**src/rtl/signed_digit_display.sv**
```systemverilog
// signed_digit_display: filtered sign/magnitude view of a 4-bit
// two's-complement value on a 4-digit multiplexed seven-segment display.
//
// Ports:
//   clk        system clock, rising edge
//   reset      synchronous active-high reset
//   value_in   4-bit two's-complement input (bit 3 = sign)
//   blank      forces all anodes off; scan and filter keep running
//   disp_value accepted (stable) input value
//   seg        cathodes {g,f,e,d,c,b,a}, active-low
//   dp         decimal point, active-low, held off
//   an         anodes, active-low, an[0] = rightmost digit
module signed_digit_display #(
  parameter int REFRESH_DIV   = 100000,
  parameter int STABLE_CYCLES = 1000000
) (
  input  logic       clk,
  input  logic       reset,
  input  logic [3:0] value_in,
  input  logic       blank,
  output logic [3:0] disp_value,
  output logic [6:0] seg,
  output logic       dp,
  output logic [3:0] an
);

  localparam int DIV_W =
    (REFRESH_DIV > 1) ? $clog2(REFRESH_DIV) : 1;
  localparam int STB_W =
    (STABLE_CYCLES > 1) ? $clog2(STABLE_CYCLES) : 1;
  localparam logic [DIV_W-1:0] DIV_LAST =
    DIV_W'(REFRESH_DIV - 1);
  localparam logic [STB_W-1:0] STB_LAST =
    STB_W'(STABLE_CYCLES - 1);

  logic [3:0]       sync1_q, sync1_d;
  logic [3:0]       sync2_q, sync2_d;
  logic [3:0]       cand_q, cand_d;
  logic [STB_W-1:0] stab_q, stab_d;
  logic [3:0]       disp_q, disp_d;
  logic [DIV_W-1:0] div_q, div_d;
  logic [1:0]       idx_q, idx_d;
  logic [6:0]       seg_q, seg_d;
  logic [3:0]       an_q, an_d;

  logic       neg;
  logic [3:0] mag;
  logic [6:0] glyph;

  // Input path: two-flop synchroniser, then a stability filter.
  // The counter saturates at its last value once a value is accepted.
  always_comb begin
    sync1_d = value_in;
    sync2_d = sync1_q;
    cand_d  = cand_q;
    stab_d  = stab_q;
    disp_d  = disp_q;
    if (sync2_q != cand_q) begin
      cand_d = sync2_q;
      stab_d = '0;
    end else if (stab_q == STB_LAST) begin
      disp_d = cand_q;
    end else begin
      stab_d = stab_q + STB_W'(1);
    end
  end

  // Scan: each digit slot lasts REFRESH_DIV cycles.
  always_comb begin
    div_d = div_q + DIV_W'(1);
    idx_d = idx_q;
    if (div_q == DIV_LAST) begin
      div_d = '0;
      idx_d = idx_q + 2'd1;
    end
  end

  // Magnitude: -8 (4'b1000) negates to 4'b1000, read as 8.
  always_comb begin
    neg = disp_q[3];
    mag = neg ? (~disp_q + 4'd1) : disp_q;
  end

  always_comb begin
    case (mag)
      4'd0:    glyph = 7'h40;
      4'd1:    glyph = 7'h79;
      4'd2:    glyph = 7'h24;
      4'd3:    glyph = 7'h30;
      4'd4:    glyph = 7'h19;
      4'd5:    glyph = 7'h12;
      4'd6:    glyph = 7'h02;
      4'd7:    glyph = 7'h78;
      4'd8:    glyph = 7'h00;
      default: glyph = 7'h7F;
    endcase
  end

  // Slots 2 and 3 stay dark so the duty cycle is a fixed 1/4.
  always_comb begin
    seg_d = 7'h7F;
    an_d  = 4'hF;
    if (!blank) begin
      unique case (1'b1)
        (idx_q == 2'd0): begin
          an_d  = 4'b1110;
          seg_d = glyph;
        end
        (idx_q == 2'd1): begin
          if (neg) begin
            an_d  = 4'b1101;
            seg_d = 7'h3F;
          end
        end
        default: ;
      endcase
    end
  end

  always_ff @(posedge clk) begin
    if (reset) begin
      sync1_q <= '0;
      sync2_q <= '0;
      cand_q  <= '0;
      stab_q  <= '0;
      disp_q  <= '0;
      div_q   <= '0;
      idx_q   <= '0;
      seg_q   <= 7'h7F;
      an_q    <= 4'hF;
    end else begin
      sync1_q <= sync1_d;
      sync2_q <= sync2_d;
      cand_q  <= cand_d;
      stab_q  <= stab_d;
      disp_q  <= disp_d;
      div_q   <= div_d;
      idx_q   <= idx_d;
      seg_q   <= seg_d;
      an_q    <= an_d;
    end
  end

  assign disp_value = disp_q;
  assign seg        = seg_q;
  assign an         = an_q;
  assign dp         = 1'b1;

endmodule

```
**config.mk**
```make
export PLATFORM = sky130hd
export DESIGN_NAME = signed_digit_display
export DESIGN_NICKNAME = d
export VERILOG_FILES = /design/src/rtl/signed_digit_display.sv
export SDC_FILE = /design/constraint.sdc
export NUM_CORES = 1
export LEC_CHECK = 0
export ABC_AREA = 0
export BUFFER_PORTS_ARGS = -buffer_cell sky130_fd_sc_hd__buf_2
export CAP_MARGIN = 20
export CORE_ASPECT_RATIO = 1.2
export CORE_UTILIZATION = 50
export DETAILED_ROUTE_END_ITERATION = 8
export GPL_TIMING_DRIVEN = 0
export PLACE_DENSITY = 0.72
export SETUP_SLACK_MARGIN = 0.4
export SYNTH_ARGS = -nofsm -noshare
export SYNTH_HDL_FRONTEND = slang
export SYNTH_SLANG_ARGS = --single-unit
```
**constraint.sdc**
```tcl
create_clock -name clk -period 2.3 [get_ports clk]
set_input_delay 0.46 -clock clk [delete_from_list [all_inputs] [get_ports clk]]
set_output_delay 0.46 -clock clk [all_outputs]
set_load 0.05 [all_outputs]
```
Word-level counts from Yosys, hierarchy flattened
Memories as Yosys holds them, arrays and structs flattened.
Cells that the tools add are included.
Widths: inputs -> output; s select.
{"block": "op_classes", "n_addsub": 4, "n_eq_ne": 4, "muxes": 5, "n_bitwise": 2, "reduce_logical": 5}
{"operator": "$add 20x1->20 const B", "n": 1}
{"operator": "$eq 20x20->1 const B", "n": 1}
{"operator": "$add 17x1->17 const B", "n": 1}
{"operator": "$eq 17x17->1 const B", "n": 1}
{"operator": "$pmux 7 s2", "n": 1}
{"operator": "$mux 7", "n": 1}
{"operator": "$reduce_or 2->1", "n": 3}
{"operator": "$add 4x1->4 const B", "n": 1}
{"operator": "$mux 4", "n": 1}
{"operator": "$ne 4x4->1", "n": 1}
{"operator": "$not 4->4", "n": 1}
{"operator": "$pmux 2 s2", "n": 1}
{"operator": "$add 2x1->2 const B", "n": 1}
{"operator": "$eq 2x1->1 const B", "n": 1}
{"operator": "$logic_not 2->1", "n": 1}
{"operator": "$mux 2", "n": 1}
{"operator": "$reduce_and 2->1", "n": 1}
{"operator": "$not 1->1", "n": 1}
{"block": "totals", "ff_bits": 66, "rom_bits": 112, "output_inout_bits": 16, "elab_cells": 30, "memories": 1}
{"name": "(name not given)", "words": 16, "width": 7, "read_ports": 1, "rd_clocked_by_memory_dff": 0, "write_ports": 0, "line": "85", "text": "case (mag)"}

Longest topological paths before layout
An unclocked memory read counts as a cell.
{"block": "depth", "depth_word": 5, "mapped_depth": 9, "depth_no_buf": 8}

Worst setup path before layout
OpenSTA, ideal clock, no wires.
{"block": "synth_timing", "kind": "reg2reg", "from": "register disp_q[0], in the netlist disp_value[0]", "to": "register seg_q[3], in the netlist seg[3]", "setup_time_ns": 0.074, "t_arrival_ns": 2.272, "required_ns": 2.226, "path_slack_ns": -0.046, "path_stages_with_launch": 10, "period_less_slack_ns": 2.346, "cell_sequence": "dfxtp_1 clkbuf_1 inv_1 ha_1 nand2_1 o21ai_1 ha_1 mux2i_1 nor2_1 o21ai_0"}
{"block": "synth_via", "elab_chain_len": 5}
{"element": "from (decl)", "line": "40", "text": "logic [3:0] disp_q, disp_d;"}
{"element": "from (signal assigned)", "line": "136", "text": "disp_q <= disp_d;"}
{"element": "$not 4->4", "line": "81", "text": "mag = neg ? (~disp_q + 4'd1) : disp_q;"}
{"element": "$add 4x1->4", "line": "81"}
{"element": "$mux 4 *", "line": "81"}
{"element": "$mem_v2 16x7 *"}
{"element": "$pmux 7 s2 *", "line": "104", "text": "unique case (1'b1)"}
{"element": "to (signal assigned)", "line": "139", "text": "seg_q <= seg_d;"}
{"element": "to (decl)", "line": "43", "text": "logic [6:0] seg_q, seg_d;"}
Every way passes the cells marked *; elsewhere a longest branch is shown, timed or not.
A chain may end at the register's enable or synchronous reset.

Worst setup path in the final report
Same ends and word-level chain as after synthesis.

==> results by group <==
STA
  – Max Clk Rate: 0.548 GHz
  – Max Slew Vio Count: 0
  – Fin Setup TNS: 0 ns
  – Setup violators final: 0
  – Skew final: 0.00864 ns
  – RSZ-0062 raised after global routing: false
  – Tmin final: 1.82 ns
  – Final hold vios: 0
  – Final cycle utilization of the critical path: 0.793
  – Final setup margin: 0.476 ns
  – Worst Tran Pin Value: 0.580 ns
  – Max-Slew Margin vs Limit: 0.610

Clocking
  – Worst-path clk slew: 0.06 ns
  – Clk buf depth: 2
  – Clock buffer count from CTS: 9
  – Sink Count: 64
  – Max H-tree Level: 3
  – Worst skew pair latency: 0.34 ns
  – Root buf cell: clkbuf_8
  – CTS tree: yes
  – Hold buffers post-CTS: 0

Status
  – Failing checks: design-rule violations
  – Status: complete, but fails checks

Placed design
  – Area after DPL: 3030 µm²
  – Setup slack after placement: 0.244 ns
  – RePlAce Congestion: 0.774
  – Placed Cells: 385
  – I/O Buffers: 19
  – HPWL Detailed: 3340 µm

Power
  – Post-layout total power: 2280 µW
  – Static Leakage: 0.00125 µW
  – Power per cell area: 687 nW/µm²
  – IR drop worst, VDD: 0.000479 V

Cells and area
  – Area Overhead vs Synth: 17.2%
  – N_diodes: 0
  – Layout cells sized above 1: 0.182
  – Fin nets: 352
  – Final Cell Area: 3320 µm²
  – Final non-filler cell total: 403

Logic synthesis
  – Commonest cells post-synth: dfxtp_1, nor2_1, xnor2_1, xor2_1, nand2_1
  – Most common cell in the netlist: dfxtp_1
  – Post-synth cell types: 50
  – XOR/XNOR Fraction of Synth Area: 0.115
  – Seq/Total Area, Yosys: 0.453
  – Combinational family with the most area after synthesis: simple AND/OR/NAND/NOR gates
  – Syn Area/Cell: 9.37 µm²
  – Async SR Flop Fraction: 0
  – Post-Syn Area: 2830 µm²
  – Synthesis-stage register bit count: 64
  – Simple-Gate Fraction of Synth Area: 0.274
  – Synth Area in Compound Gates: 0.0579
  – Post-synth top flop: dfxtp_1
  – Dominant cells by area after synthesis: dfxtp_1, xnor2_1, nor2_1
  – Mux share of post-synthesis cell area: 0.0248
  – Share of the synthesized area in the top cell type: 0.453
  – Post-synth EDFFs: 0
  – Synth warnings: 0
  – Cells after synthesis: 302
  – Post-synth top area cell: dfxtp_1
  – Area share of fa/ha/maj cells after synthesis: 0.0398

GRT
  – First-pass GRT wire length: 8700 µm
  – Total grt overflow: 0
  – Initial antenna violation count: 0
  – Vias in the first global route: 2072
  – GRT Total Usage: 0.186
  – Pin count of the biggest net entering global routing: 11

Die
  – IO Pins: 23
  – CORE AREA: 5370 µm²
  – Die H: 84.4 µm
  – Site Rows: 29
  – Die width: 70.7 µm
  – Die Area: 5970 µm²
  – Starting density of the core: 0.527

Critical path
  – Top fanout value on the critical path: 9
  – CP endpoint kind: flop
  – Worst reg-to-reg path cell count: 8
  – Crit start category: flop
  – Critical path class: flop to flop
  – Data arrival, critical path: 2.09 ns
  – R2R Path End: seg[3]
  – Worst R2R Setup Slack: 0.48 ns
  – Data required, critical path: 2.56 ns
  – Worst r2r src: disp_value[0]

Routing
  – Drt drc: 2
  – Vias: 2117
  – DR iter-0 viols: 71
  – DR WL/cell: 12.1 µm
  – Routed Antenna Nets: 0
  – Detailed Route WL: 4860 µm
  – 1st-pass router iterations: 6
  – Drt via density: 5.25

Worst hold path
  – Min-delay src: value_in[2]
  – Worst Hold Class: input pin to flop
  – Hold depth: 2
  – Hold worst-path end: sync1_q[2]

Job
  – Max-Cap Viols: 0
-- per-layer routing --
layer,GRT usage,vias to the layer above,wire length [µm]
li1,-,1100,-
met1,0.209,967,2120
met2,0.316,42,2450
met3,0.0480,8,196
met4,0.107,0,96
met5,0,-,0
-- worst max path at each step --
stage / end / depth (start not counted) / from
2_1_floorplan: seg[2] / 7 / disp_value[0]
3_3_place_gp: seg[2] / 7 / disp_value[0]
3_5_place_dp: seg[2] / 7 / disp_value[0]
4_1_cts: seg[3] / 9 / disp_value[0]
5_1_grt: seg[3] / 8 / disp_value[0]
6_report: seg[3] / 8 / disp_value[0]
-- cells in the final DEF, fill, tap and decap left out, types with 7 or more instances in the layout --
master    instances
nand4_1           8
xor2_1           17
nor2_1           45
nor3_1            7
xnor2_1          19
ha_1              8
o21ai_0           9
clkbuf_8         13
dfxtp_1          62
nand3_1           8
nand2_1          14
buf_2            21
mux2i_1           7
inv_1             7
buf_4             7
and3_1            9
nor2b_1          13
-- power breakdown --
part | switching (µW) | total [µW] | internal [µW]
logic | 77.5 | 112 | 34.9
clock network | 407 | 1020 | 618
registers | 11.7 | 1140 | 1130
total | 496 | 2280 | 1780
-- worst max-delay path: stages (launching register included) --
cell      delay [ns]
dfxtp_4         0.35
clkbuf_4        0.19
inv_2           0.09
ha_4            0.18
nand2b_2        0.23
xnor2_4         0.26
mux2i_1         0.25
nor2_1          0.06
o21ai_0         0.15
-- what timing repair did --
action                     4_1_cts  5_1_grt
gates resized for setup          6        5
pin swaps                        1        1
setup endpoints to repair        5       12
buffers inserted                 1        1
-- state kept, by name (all words and copies together), names as in the netlist --
name        count
an              2
stab_q         20
disp_value      4
cand_q          4
div_q          17
sync2_q         4
idx_q           2
seg             7
sync1_q         4
-- metrics by stage --
step	util	hold slack, ns
detailed placement	0.564	0.428
CTS	0.612	0.323
global placement	0.564	0.418
finish	0.618	0.333
global route	0.618	0.340
floorplan	-	0.414
-- final cells by class --
type / count / area, µm²
fillers: 471 / 2050
multi-input cells: 219 / 1520
well taps: 62 / 77.6
clock inverters: 2 / 35.0
inverters: 8 / 30.0
plain buffers: 13 / 73.8
repair buffers: 21 / 110
clock buffers: 14 / 183
flip-flops and latches: 64 / 1290
-- kinds of logic (layout without fill, tap and decap cells) --
logic type,count (synthesis),after routing
other,1,3
flip-flops,64,64
AND/OR/NAND/NOR,136,136
multiplexers,7,7
AO/OA/AOI/OAI,27,27
XOR/XNOR,37,37
adder cells (fa/ha/maj),9,9
buffers and inverters,21,58
Power figures use the tool's default switching activity.
